### config.mk
export PLATFORM = sky130hd
export DESIGN_NAME = iter_shift_unit_flat
export DESIGN_NICKNAME = d
export VERILOG_FILES = /design/src/rtl/iter_shift_unit_pkg.sv /design/src/rtl/iter_shift_unit_if.sv /design/src/rtl/iter_shift_unit_shift_step.sv /design/src/rtl/iter_shift_unit.sv /design/src/flat_wrapper.sv
export SDC_FILE = /design/constraint.sdc
export NUM_CORES = 1
export LEC_CHECK = 0
export ABC_AREA = 1
export CAP_MARGIN = 20
export CORE_ASPECT_RATIO = 1.4
export CORE_MARGIN = 8
export CORE_UTILIZATION = 25
export CTS_CLUSTER_SIZE = 10
export DETAILED_ROUTE_END_ITERATION = 12
export GPL_TIMING_DRIVEN = 0
export HOLD_SLACK_MARGIN = 0.02
export MAX_ROUTING_LAYER = met4
export PLACE_DENSITY_LB_ADDON = 0.15
export SYNTH_ARGS = -nofsm -noshare
export SYNTH_HDL_FRONTEND = slang
export SYNTH_SLANG_ARGS = --single-unit
### constraint.sdc
create_clock -name clock -period 2.45 [get_ports clock]
set_clock_uncertainty 0.15 [all_clocks]
set_input_delay 0.6125 -clock clock [delete_from_list [all_inputs] [get_ports clock]]
set_output_delay 0.6125 -clock clock [all_outputs]
set_load 0.05 [all_outputs]
### src/rtl/iter_shift_unit_pkg.sv
// Shared opcode, state and helper definitions for the iterative shift unit.
package iter_shift_unit_pkg;

  localparam int unsigned OP_W = 3;

  typedef logic [OP_W-1:0] op_t;

  localparam op_t OP_SHR  = 3'd0;
  localparam op_t OP_SHRA = 3'd1;
  localparam op_t OP_SHL  = 3'd2;
  localparam op_t OP_ROR  = 3'd3;
  localparam op_t OP_ROL  = 3'd4;

  typedef enum logic [1:0] {
    S_IDLE  = 2'd0,
    S_SHIFT = 2'd1,
    S_DONE  = 2'd2
  } state_e;

  // Legal opcodes are SHR through ROL; higher encodings raise illegal.
  function automatic logic op_is_legal(input op_t op);
    return (op <= OP_ROL);
  endfunction

  function automatic logic op_is_rotate(input op_t op);
    return (op == OP_ROR) || (op == OP_ROL);
  endfunction

endpackage

### src/rtl/iter_shift_unit_if.sv
// Request/response bundle between the control sequencer and the shift unit.
interface iter_shift_unit_if
  import iter_shift_unit_pkg::*;
#(
  parameter int unsigned DATA_WIDTH = 32
);

  logic                  start;
  logic                  abort;
  op_t                   op;
  logic [DATA_WIDTH-1:0] operand;
  logic [DATA_WIDTH-1:0] amount;
  logic                  busy;
  logic                  done;
  logic                  illegal;
  logic [DATA_WIDTH-1:0] result;

  modport master (
    output start, abort, op, operand, amount,
    input  busy, done, illegal, result
  );

  modport slave (
    input  start, abort, op, operand, amount,
    output busy, done, illegal, result
  );

endinterface

### src/rtl/iter_shift_unit_shift_step.sv
// One iteration of the shifter: moves data by k positions (0..STEP) per mode.
module iter_shift_unit_shift_step
  import iter_shift_unit_pkg::*;
#(
  parameter int unsigned DATA_WIDTH = 32,
  parameter int unsigned CNT_W      = 6
) (
  input  logic [DATA_WIDTH-1:0] data,
  input  op_t                   mode,
  input  logic [CNT_W-1:0]      k,
  output logic [DATA_WIDTH-1:0] result_c
);

  logic [CNT_W-1:0] k_inv_c;

  // Complementary amount for the wrap-around half of a rotate.
  assign k_inv_c = CNT_W'(DATA_WIDTH) - k;

  // Mode-dependent shift of the accumulator.
  always_comb begin
    result_c = data;
    case (mode)
      OP_SHR:  result_c = data >> k;
      OP_SHRA: result_c = DATA_WIDTH'($signed(data) >>> k);
      OP_SHL:  result_c = data << k;
      OP_ROR:  result_c = (data >> k) | (data << k_inv_c);
      OP_ROL:  result_c = (data << k) | (data >> k_inv_c);
      default: result_c = data;
    endcase
  end

endmodule

### src/rtl/iter_shift_unit.sv
// Multi-cycle shift/rotate unit: SHR, SHRA, SHL, ROR, ROL with abort and illegal-op flag.
module iter_shift_unit
  import iter_shift_unit_pkg::*;
#(
  parameter int unsigned DATA_WIDTH = 32,
  parameter int unsigned STEP       = 1
) (
  input logic               clock,
  input logic               clear,
  iter_shift_unit_if.slave  bus
);

  localparam int unsigned CNT_W = $clog2(DATA_WIDTH) + 1;
  localparam int unsigned ROT_W = $clog2(DATA_WIDTH);

  state_e                state;
  op_t                   mode;
  logic [DATA_WIDTH-1:0] acc;
  logic [CNT_W-1:0]      count;
  logic                  busy_q;
  logic                  done_q;
  logic                  illegal_q;
  logic [DATA_WIDTH-1:0] result_q;

  logic                  accept_c;
  logic                  legal_c;
  logic [CNT_W-1:0]      n_c;
  logic [CNT_W-1:0]      k_c;
  logic [DATA_WIDTH-1:0] step_c;

  // Requests are taken in IDLE (unless aborted) and in DONE for back-to-back issue.
  assign accept_c = bus.start &&
                    (((state == S_IDLE) && !bus.abort) || (state == S_DONE));
  assign legal_c  = op_is_legal(bus.op);

  // Iteration count: shifts clamp at the width (saturation), rotates wrap.
  always_comb begin
    n_c = '0;
    if (op_is_rotate(bus.op)) begin
      n_c = CNT_W'(bus.amount[ROT_W-1:0]);
    end else if (bus.amount >= DATA_WIDTH'(DATA_WIDTH)) begin
      n_c = CNT_W'(DATA_WIDTH);
    end else begin
      n_c = CNT_W'(bus.amount[ROT_W-1:0]);
    end
  end

  // Positions moved this cycle: the smaller of STEP and what remains.
  assign k_c = (count > CNT_W'(STEP)) ? CNT_W'(STEP) : count;

  iter_shift_unit_shift_step #(
    .DATA_WIDTH (DATA_WIDTH),
    .CNT_W      (CNT_W)
  ) u_shift_step (
    .data     (acc),
    .mode     (mode),
    .k        (k_c),
    .result_c (step_c)
  );

  // Control FSM with registered busy/done/illegal/result.
  always_ff @(posedge clock or negedge clear) begin
    if (!clear) begin
      state     <= S_IDLE;
      mode      <= OP_SHR;
      acc       <= '0;
      count     <= '0;
      busy_q    <= 1'b0;
      done_q    <= 1'b0;
      illegal_q <= 1'b0;
      result_q  <= '0;
    end else begin
      case (state)
        S_IDLE, S_DONE: begin
          state     <= S_IDLE;
          busy_q    <= 1'b0;
          done_q    <= 1'b0;
          illegal_q <= 1'b0;
          if (accept_c) begin
            acc   <= bus.operand;
            mode  <= bus.op;
            count <= n_c;
            if (!legal_c || (n_c == '0)) begin
              state     <= S_DONE;
              done_q    <= 1'b1;
              illegal_q <= !legal_c;
              result_q  <= bus.operand;
            end else begin
              state  <= S_SHIFT;
              busy_q <= 1'b1;
            end
          end
        end
        S_SHIFT: begin
          if (bus.abort) begin
            state  <= S_IDLE;
            busy_q <= 1'b0;
            count  <= '0;
          end else begin
            acc   <= step_c;
            count <= count - k_c;
            if (count == k_c) begin
              state    <= S_DONE;
              busy_q   <= 1'b0;
              done_q   <= 1'b1;
              result_q <= step_c;
            end
          end
        end
        default: begin
          state  <= S_IDLE;
          busy_q <= 1'b0;
          done_q <= 1'b0;
        end
      endcase
    end
  end

  assign bus.busy    = busy_q;
  assign bus.done    = done_q;
  assign bus.illegal = illegal_q;
  assign bus.result  = result_q;

endmodule

### src/flat_wrapper.sv
// flat-port wrapper written by rule: the top's interface ports become plain ports
module iter_shift_unit_flat import iter_shift_unit_pkg::*;
#(
  parameter int unsigned DATA_WIDTH = 32,
  parameter int unsigned STEP       = 1
)
  (clock, clear, bus_start, bus_abort, bus_op, bus_operand, bus_amount, bus_busy, bus_done, bus_illegal, bus_result);
  iter_shift_unit_if #(.DATA_WIDTH(DATA_WIDTH)) bus_i ();
  input logic clock;
  input logic clear;
  input wire logic [$bits(bus_i.start)-1:0] bus_start;
  input wire logic [$bits(bus_i.abort)-1:0] bus_abort;
  input wire logic [$bits(bus_i.op)-1:0] bus_op;
  input wire logic [$bits(bus_i.operand)-1:0] bus_operand;
  input wire logic [$bits(bus_i.amount)-1:0] bus_amount;
  output wire logic [$bits(bus_i.busy)-1:0] bus_busy;
  output wire logic [$bits(bus_i.done)-1:0] bus_done;
  output wire logic [$bits(bus_i.illegal)-1:0] bus_illegal;
  output wire logic [$bits(bus_i.result)-1:0] bus_result;
  assign bus_i.start = bus_start;
  assign bus_i.abort = bus_abort;
  assign bus_i.op = bus_op;
  assign bus_i.operand = bus_operand;
  assign bus_i.amount = bus_amount;
  assign bus_busy = bus_i.busy;
  assign bus_done = bus_i.done;
  assign bus_illegal = bus_i.illegal;
  assign bus_result = bus_i.result;
  iter_shift_unit #(.DATA_WIDTH(DATA_WIDTH), .STEP(STEP)) u_core (.clock(clock), .clear(clear), .bus(bus_i));
endmodule
==> flow_summary_export.csv, run 1 <==
group,metric,value,unit
job,max_cap_viol_count,0,
die,start_util,25.2,%
route,drc_errors,0,
route,vias,7265,
sta,maxSlewHeadroom,61.8,%
logic_synthesis,synth_top_flop_cell,"dfrtp_1",
logic_synthesis,synth_sequential_area_ratio,31.4,%
final_layout,diodes,0,
route,drt-vias-per-instance,4.87,
worst_setup_path,path_class,"flop to flop",
logic_synthesis,synth_mux_area_share,0,%
logic_synthesis,syn_area,6150,um2
pwr,seq_power_share,16.1,%
sta,period_needed,2.46,ns
sta,finalMaxSlewViolations,0,
worst_setup_path,rr_startpoint,"u_core.count[5]",
global_route,gr-total-overflow,0,
placement,post-place-ws,-1.05,ns
pwr,pwr_density_cell,1550,nW/um2
pwr,clock_power_share,11.0,%
logic_synthesis,postSynth.asyncResetShare,100,%
global_route,antenna_found_initial,0,
global_route,grt_pass1_vias,7324,
clock_tree,tritoncts,"built",
placement,dp.cells,1434,
global_route,grt_pass1_wl,43700,um
pwr,peakVddDrop,0.476,mV
final_layout,syn_to_final_growth,44.7,%
global_route,grt_max_degree,51,
logic_synthesis,yosys.area.top_type,"dfrtp_1",
route,drt-initial-drc-count,513,
worst_setup_path,crit_path_end_kind,"flop",
hold_path,hp-class,"input port to async pin",
worst_setup_path,crit_required,2.58,ns
clock_tree,cts_root_buf,"clkbuf_16",
die,rows,68,
clock_tree,cts_buffer_depth,2,
logic_synthesis,synth-seq-cells,77,
die,core,24400,um2
pwr,internal_power,6.02,mW
logic_synthesis,synth_compound_area_share,11.1,%
status,violations,"negative setup slack",
logic_synthesis,synth_common_cells,"nand2_1, nand3_1, dfrtp_1, inv_1, o21ai_0",
pwr,power_frac_comb,72.9,%
global_route,track_usage,19.9,%
logic_synthesis,syn_avg_cell_area,6.07,um2
logic_synthesis,synth_top_family_by_area,"simple AND/OR/NAND/NOR gates",
pwr,power_leakage,4.46,nW
sta,setup_slack,-0.00773,ns
final_layout,final_nets,1246,
route,ant_nets,0,
placement,dp_hpwl,23200,um
logic_synthesis,synth-edff-count,0,
final_layout,fill_cells,2697,
clock_tree,htreeDepth,3,
worst_setup_path,arrival,2.59,ns
route,drtPass1Iterations,5,
logic_synthesis,synthCells,1013,
die,die_h,202,um
final_layout,layout-drive-gt1-share,20.0,%
placement,numPortBuffers,105,
die,chipWidth,149,um
route,wl_per_cell,20.0,um
sta,worst_pin_slew,0.572,ns
logic_synthesis,yosys-top-cells-area,"dfrtp_1, nand2_1, nand3_1",
logic_synthesis,yosysWarnings,0,
route,drt_wl_total,29800,um
die,io_pins,106,
status,status,"complete, but fails checks",
sta,hold_viol,0,
sta,final.period_utilization,100,%
final_layout,final_cells,1492,
worst_setup_path,crit_start,"u_core.count[5]",
logic_synthesis,netlist-cell-type-count,36,
pwr,power.switching,7.79,mW
die,dieArea,29900,um2
logic_synthesis,synth_fp_nets,1087,
clock_tree,cts.sinks,77,
sta,setup_tns,-0.00773,ns
worst_setup_path,critPathMaxFanout,7,
clock_tree,cts_buffers,9,
placement,place.gp.congestion,0.985,
sta,rsz0062_at_grt,"true",
pwr,switching_share,56.4,%
clock_tree,clkLatencyLatePin,0.35,ns
clock_tree,clk_pin_slew,0.07,ns
sta,max_freq,407,MHz
logic_synthesis,synth_fa_ha_area_share,0.611,%
logic_synthesis,synth_top_area_share,31.4,%
logic_synthesis,synth_xor_xnor_area_share,0.143,%
worst_setup_path,cp-start-kind,"flop",
logic_synthesis,post-synth-top-count-cell,"nand2_1",
sta,setup_viol,1,
logic_synthesis,synth-simple-area-share,46.4,%
==> worst max-delay path, stage by stage (launching register included) <==
cell and delay (ns):
dfrtp_1 0.41, nor2_2 0.16, nand2_2 0.08, nor2_4 0.09, buf_6 0.12, ha_4 0.19
clkinvlp_4 0.13, nor2_4 0.15, buf_8 0.17, nand3_2 0.08, nand2_1 0.07, nor2_1 0.04
nand2_1 0.10, nand2_1 0.07, nand2_2 0.10, nand2_2 0.06, nand2_2 0.08, nand2_2 0.05
o21ai_1 0.06
==> sequential cells by signal (all words and copies together) (netlist names) <==
signal and count:
u_core.bus.result 32, u_core.acc 32, u_core.mode 3, u_core.bus.busy 1, u_core.bus.done 1, u_core.state 1, u_core.bus.illegal 1, u_core.count 6
==> cells in the final DEF (no fill, tap or decap), types with 5 or more instances in the layout <==
cell type / count
nor2_2: 5
nand3_1: 81
clkbuf_16: 13
clkbuf_1: 8
dfrtp_1: 76
nand2_1: 453
inv_1: 73
nand2_2: 49
o21ai_0: 40
clkdlybuf4s50_1: 98
nor2_1: 28
o21ai_1: 30
nand3_2: 19
buf_4: 43
a21oi_1: 20
o21ai_2: 14
inv_2: 11
nand4_1: 10
buf_6: 15
buf_8: 7
buf_2: 7
dlymetal6s2s_1: 6
nor2_4: 14
==> area by class of cell <==
class	instances	area [um2]	area share, %
multi-input cells	803	3990	44.9
flip-flops and latches	77	1930	21.7
repair buffers	150	1490	16.7
plain buffers	44	419	4.71
well taps	315	394	4.43
inverters	87	355	4.00
clock buffers	10	229	2.57
clock inverters	6	93.8	1.06
==> kinds of logic after synthesis <==
kind of cell | count (synthesis)
and+or+nand+nor | 674
buffers and inverters | 133
xor gates and xnor gates | 1
adders and majority gates | 3
other | 1
AOI/OAI and AO/OA | 124
DFF | 77
==> path summary, 6_finish.rpt <==
check / to / slack [ns] / cells after the start
hold reg to reg: u_core.bus.result[18] / 0.33 / 2
max in group asynchronous: u_core.count[1] / 1.49 / 2
min in group clock: u_core.bus.result[18] / 0.33 / 2
setup / recovery: u_core.acc[0] / -0.008 / 18
hold / removal: u_core.bus.result[26] / 0.04 / 1
setup reg to reg: u_core.acc[0] / -0.008 / 18
==> what timing repair did <==
| action | in CTS | in global routing |
|---|---|---|
| endpoints found under the setup margin | 66 | 65 |
| cloned | 0 | 3 |
| buffers inserted | 22 | 19 |
| hold buffers | 0 | 0 |
| gates resized for setup | 70 | 89 |
| pin swaps | 21 | 28 |
==> metal layers <==
layer | part of all wire, % | wire length, um | GRT usage [%] | vias up
li1 | - | - | - | 3533
met1 | 40 | 11800 | 22.1 | 3444
met2 | 52 | 15500 | 35.0 | 229
met3 | 4.2 | 1240 | 1.91 | 59
met4 | 4.2 | 1250 | 9.54 | 0
met5 | 0 | 0 | - | -
==> through the flow <==
step | hold WS, ns | utilization, % | power (mW) | cell area (um2)
2_1_floorplan | 0.167 | - | 7.89 | 6160
5_1_grt | 0.0565 | 36.4 | 14.7 | 8890
4_1_cts | 0.0383 | 34.4 | 13.2 | 8390
3_5_place_dp | 0.315 | 31.2 | 11.0 | 7630
6_report | 0.0373 | 36.4 | 13.8 | 8890
3_3_place_gp | 0.311 | 31.1 | 11.0 | 7600
==> power by group through the flow <==
stage / Sequential [mW] / Clock [mW] / Combinational, mW
after detailed placement: 2.26 / 0 / 8.74
final: 2.23 / 1.52 / 10.1
after CTS: 2.23 / 1.54 / 9.39
after global routing: 2.30 / 1.59 / 10.8
after global placement: 2.25 / 0 / 8.79
after floorplan: 3.06 / 0 / 4.83
(Power assumes the default switching activity.)
==> inputs of run 2 (changes only) <==
--- a/config.mk
+++ b/config.mk
@@ -7,6 +7,8 @@
 export LEC_CHECK = 0
 export ABC_AREA = 1
 export CAP_MARGIN = 20
+export CELL_PAD_IN_SITES_DETAIL_PLACEMENT = 1
+export CELL_PAD_IN_SITES_GLOBAL_PLACEMENT = 1
 export CORE_ASPECT_RATIO = 1.4
 export CORE_MARGIN = 8
 export CORE_UTILIZATION = 25
==> run 2 against run 1 <==
The run still ends with negative setup slack left; combinational power increased by 11%; first-iteration DRC count is 34% lower; cell count up 1.5%; register-to-register slack worse by 0.09 ns; largest cell class unchanged; highest routed layer unchanged.
==> flow_summary_export.csv, run 2 (synthesis gave the netlist of run 1 again) <==
group,metric,value,unit
status,status,"complete, but fails checks",
status,violations,"negative setup slack",
die,io_pins,106,
final_layout,final_nets,1269,
clock_tree,tritoncts,"built",
global_route,grt-busiest-layer,"met2",
worst_setup_path,cp_cell_sequence,"nor2_4 > nand2_2 > nor2_4 > buf_6 > ha_4 > buf_12 > buf_8 > clkbuf_16 > o211ai_1 > nand2_1 > nand2_1 > nand2_2 > nand2_1 > nand2_1",
hold_path,hp-class,"input port to async pin",
route,vias,7623,
worst_setup_path,path_common_cell,"nand2_1",
pwr,peakVddDrop,0.608,mV
worst_setup_path,path_class,"flop to flop",
worst_setup_path,critPathMaxFanout,7,
final_layout,final_cells,1514,
global_route,antenna_found_initial,0,
die,start_util,25.2,%
global_route,grt_pass1_vias,8157,
worst_setup_path,cpMaxStageDelayCell,"dfrtp_2",
clock_tree,cts_buffers,9,
global_route,grt_pass1_wl,49200,um
clock_tree,clkLatencyLatePin,0.35,ns
final_layout,post-route-util,38.7,%
worst_setup_path,reg2reg_depth,14,
die,core,24400,um2
route,wl_per_cell,22.0,um
route,drt-initial-drc-count,340,
worst_setup_path,arrival,2.64,ns
final_layout,most-common-layout-cells,"nand2_1, clkdlybuf4s50_1, nand2_2, inv_1, dfrtp_1",
sta,setup_tns,-0.752,ns
clock_tree,cts.sinks,77,
sta,final.period_utilization,104,%
worst_setup_path,crit_path_end_kind,"flop",
route,drc_errors,0,
worst_setup_path,crit_family,"simple AND/OR/NAND/NOR gates",
sta,max_freq,393,MHz
route,drtPass1Iterations,4,
worst_setup_path,critPathMaxStageDelay,0.44,ns
die,chipWidth,149,um
global_route,grt_max_degree,46,
final_layout,syn_to_final_growth,53.6,%
pwr,pwr_density_cell,1580,nW/um2
global_route,gr-total-overflow,0,
global_route,grt_util_met2,39.1,%
sta,setup_slack,-0.0972,ns
job,max_cap_viol_count,0,
final_layout,final_common_cell,"nand2_1",
clock_tree,htreeDepth,3,
pwr,power_leakage,4.62,nW
die,dieArea,29900,um2
global_route,met1_usage,24.1,%
route,ant_nets,0,
clock_tree,cts_buffer_depth,2,
final_layout,layout-drive-gt1-share,26.7,%
worst_setup_path,cp_num_cells,14,
global_route,use_met3,2.79,%
placement,dp.cells,1434,
placement,numPortBuffers,105,
placement,place.gp.congestion,0.965,
sta,period_needed,2.55,ns
placement,dp_hpwl,25400,um
sta,finalMaxSlewViolations,0,
die,die_h,202,um
clock_tree,cts_root_buf,"clkbuf_16",
sta,rsz0062_at_grt,"true",
global_route,track_usage,22.5,%
sta,worst_pin_slew,0.784,ns
worst_setup_path,crit_required,2.54,ns
route,drt_wl_total,33300,um
sta,hold_viol,0,
clock_tree,clk_pin_slew,0.07,ns
die,rows,68,
sta,maxSlewHeadroom,47.7,%
sta,setup_viol,23,
worst_setup_path,crit_buf_inv,4,
route,drt-vias-per-instance,5.04,
worst_setup_path,cp-start-kind,"flop",
final_layout,fill_cells,3064,
final_layout,diodes,0,
## run 2: cell types whose count changed in the layout (fill, tap and decap cells not counted), sizes merged
cell	delta
clkdlybuf4s50	+4
buf	+22
clkinvlp	-1
clkinv	+2
inv	-1
dlymetal6s2s	-4
## run 2: worst reg2reg max path, delay by kind of cell (launching register included)
| family | cells | cell delay [ns] |
|---|---|---|
| compound gates | 1 | 0.28 |
| fa+ha+maj | 1 | 0.20 |
| buf+inv | 4 | 0.57 |
| flops | 1 | 0.44 |
| simple gates | 8 | 0.78 |
## run 2: area by class of cell
cell class	count	area, um2	share of cell area [%]
multi-input combinational	803	4260	45.1
sequential	77	1930	20.5
timing repair buffer	172	1720	18.2
buffer	45	462	4.89
tap	315	394	4.17
inverter	87	360	3.82
clock buffer	9	225	2.39
clock inverter	6	87.6	0.928
## run 2: metrics by stage
step	setup slack, ns	area, um2	total power [mW]	hold WS [ns]
after floorplan	0.00118	6160	7.89	0.167
after global placement	-2.46	7600	11.2	0.314
after detailed placement	-1.11	7630	11.2	0.319
after CTS	-0.128	8750	13.8	0.0678
after global routing	-0.158	9440	15.8	0.0975
final	-0.0972	9440	14.9	0.0638
## run 2: final timing paths
path	from	slack, ns	end
worst max-delay path	u_core.count[2]	-0.1	u_core.bus.result[26]
worst min-delay path	clear	0.06	u_core.bus.result[18]
worst max register to register	u_core.count[2]	-0.1	u_core.bus.result[26]
worst min register to register	u_core.bus.result[14]	0.33	u_core.bus.result[14]
max in group asynchronous	clear	1.45	u_core.count[4]
min in group clock	u_core.bus.result[14]	0.33	u_core.bus.result[14]
## run 2: repair_timing
action,4_1_cts,5_1_grt
gates cloned,2,6
resized for setup,128,115
hold buffers,0,0
setup endpoints to repair,66,64
buffers inserted,35,24
pin swaps,39,53
## run 2: where the power goes
part	switching [mW]	internal, mW
logic	7.39	3.80
registers	0.427	1.85
clock network	0.587	0.889
total	8.41	6.53
## run 2: routing by layer
metal / up-vias / share of wire [%]
li1: 3576 / -
met1: 3690 / 38
met2: 250 / 52
met3: 107 / 3.3
met4: 0 / 6.4
met5: - / 0
==> inputs of run 3 (changes only) <==
==> constraint.sdc (replaced) <==
create_clock -name clock -period 2.45 [get_ports clock]
set_clock_uncertainty 0.15 [all_clocks]
set_input_delay 0.6125 -clock clock [delete_from_list [all_inputs] [get_ports clock]]
set_output_delay 0.6125 -clock clock [all_outputs]
set_load 0.02 [all_outputs]
==> run 3 against run 2 <==
The flow still finishes with violations (negative setup slack); sequential share of layout area about the same; count of clock-buffer cells in the layout unchanged; combinational power down 5%; setup slack worse by 0.0055 ns; first-iteration DRC count up 4.4%; sequential power about the same; critical path type unchanged.
==> flow_summary_export.csv, run 3 (synthesis gave the netlist of run 1 again) <==
group,metric,value,unit
job,max_cap_viol_count,0,
pwr,pwr_density_cell,1520,nW/um2
final_layout,regArea,1930,um2
clock_tree,hold_buffers,0,
die,chipWidth,149,um
pwr,seq_power_share,15.8,%
die,core,24400,um2
final_layout,diodes,0,
worst_setup_path,critPathMaxStageDelay,0.44,ns
route,drc_errors,0,
status,violations,"negative setup slack",
clock_tree,cts_buffer_depth,2,
final_layout,syn_to_final_growth,53.6,%
final_layout,final_nets,1269,
sta,setup_tns,-0.806,ns
sta,final.period_utilization,104,%
pwr,power.switching,7.83,mW
placement,numPortBuffers,105,
route,drtPass1Iterations,5,
placement,dp.cells,1434,
final_layout,layout-drive-gt1-share,26.7,%
placement,dp_hpwl,25400,um
final_layout,fill_cells,3065,
worst_setup_path,rrSetupSlack,-0.10,ns
route,vias,7625,
worst_setup_path,crit_required,2.54,ns
clock_tree,htreeDepth,3,
worst_setup_path,path_common_cell,"nand2_1",
clock_tree,cts_root_buf,"clkbuf_16",
sta,max_freq,392,MHz
hold_path,hp-class,"input port to async pin",
worst_setup_path,crit_path_end_kind,"flop",
route,drt_wl_total,33300,um
final_layout,final_common_cell,"nand2_1",
final_layout,most-common-layout-cells,"nand2_1, clkdlybuf4s50_1, nand2_2, inv_1, dfrtp_1",
die,start_util,25.2,%
pwr,switching_share,54.5,%
sta,finalMaxSlewViolations,0,
pwr,internal_power,6.54,mW
clock_tree,cts_buffers,9,
clock_tree,clk_pin_slew,0.07,ns
final_layout,post-route-util,38.7,%
die,io_pins,106,
worst_setup_path,rr_startpoint,"u_core.count[2]",
route,ant_nets,0,
final_layout,multi_input_area,4260,um2
sta,rsz0062_at_grt,"true",
worst_setup_path,cp_cell_sequence,"nor2_4 > nand2_2 > nor2_4 > buf_6 > ha_4 > buf_12 > buf_8 > clkbuf_16 > o211ai_1 > nand2_1 > nand2_1 > nand2_2 > nand2_1 > nand2_1",
worst_setup_path,path_class,"flop to flop",
worst_setup_path,crit_start,"u_core.count[2]",
sta,hold_viol,0,
clock_tree,clkLatencyLatePin,0.35,ns
route,wl_per_cell,22.0,um
status,status,"complete, but fails checks",
die,die_h,202,um
die,rows,68,
route,drt-vias-per-instance,5.04,
global_route,grt_pass1_wl,49200,um
clock_tree,cts.sinks,77,
global_route,grt_max_degree,46,
pwr,peakVddDrop,0.532,mV
clock_tree,tritoncts,"built",
sta,worst_pin_slew,0.784,ns
sta,period_needed,2.55,ns
sta,maxSlewHeadroom,47.7,%
global_route,track_usage,22.5,%
pwr,power_frac_comb,73.9,%
sta,setup_slack,-0.103,ns
pwr,power_leakage,4.61,nW
worst_setup_path,cp-start-kind,"flop",
pwr,clock_power_share,10.3,%
route,drt-initial-drc-count,355,
final_layout,final_cells,1514,
worst_setup_path,cpMaxStageDelayCell,"dfrtp_2",
die,dieArea,29900,um2
sta,whs,0.0638,ns
placement,post-place-ws,-1.11,ns
global_route,antenna_found_initial,0,
placement,place.gp.congestion,0.965,
global_route,grt_pass1_vias,8157,
worst_setup_path,critPathMaxFanout,7,
worst_setup_path,arrival,2.64,ns
sta,setup_viol,22,
global_route,gr-total-overflow,0,
-- run 3: timing repair --
action | 4_1_cts | 5_1_grt
setup endpoints to repair | 66 | 63
cloned | 2 | 6
pin swaps | 39 | 53
buffers inserted | 35 | 24
resized for setup | 128 | 114
-- run 3: layer usage --
metal	global-route usage, %	wire, um
met1	24.1	12800
met2	39.1	17200
met3	2.79	1090
met4	13.0	2170
met5	-	0
-- run 3: final cells by class --
type	instances	share of cell area [%]
multi-input cells	803	45.1
flip-flops and latches	77	20.5
repair buffers	172	18.2
plain buffers	45	4.89
well taps	315	4.17
inverters	87	3.82
clock buffers	9	2.39
clock inverters	6	0.928
-- run 3: power by group through the flow --
stage	registers [mW]	logic, mW	clock network (mW)
final	2.27	10.6	1.48
after floorplan	2.49	4.83	0
after CTS	2.25	9.47	1.51
after global routing	2.35	11.4	1.56
after global placement	2.25	8.34	0
after detailed placement	2.26	8.36	0
-- run 3: through the flow --
step           instance area [um2]  power (mW)
6_report                      9440        14.4
5_1_grt                       9440        15.3
4_1_cts                       8750        13.2
3_5_place_dp                  7630        10.6
3_3_place_gp                  7600        10.6
2_1_floorplan                 6160        7.32
-- run 3: worst paths after layout --
path / cells past startpoint / endpoint
min: 1 / u_core.bus.result[18]
max in group asynchronous: 2 / u_core.count[4]
max reg2reg: 14 / u_core.bus.result[26]
min in group clock: 2 / u_core.bus.result[14]
max: 14 / u_core.bus.result[26]
min reg2reg: 2 / u_core.bus.result[14]
-- run 3: critical path, delay by kind of cell (launching register included) --
| family | cells | cell delay, ns |
|---|---|---|
| compound gates | 1 | 0.28 |
| fa+ha+maj | 1 | 0.20 |
| buf+inv | 4 | 0.57 |
| flops | 1 | 0.44 |
| simple gates | 8 | 0.78 |
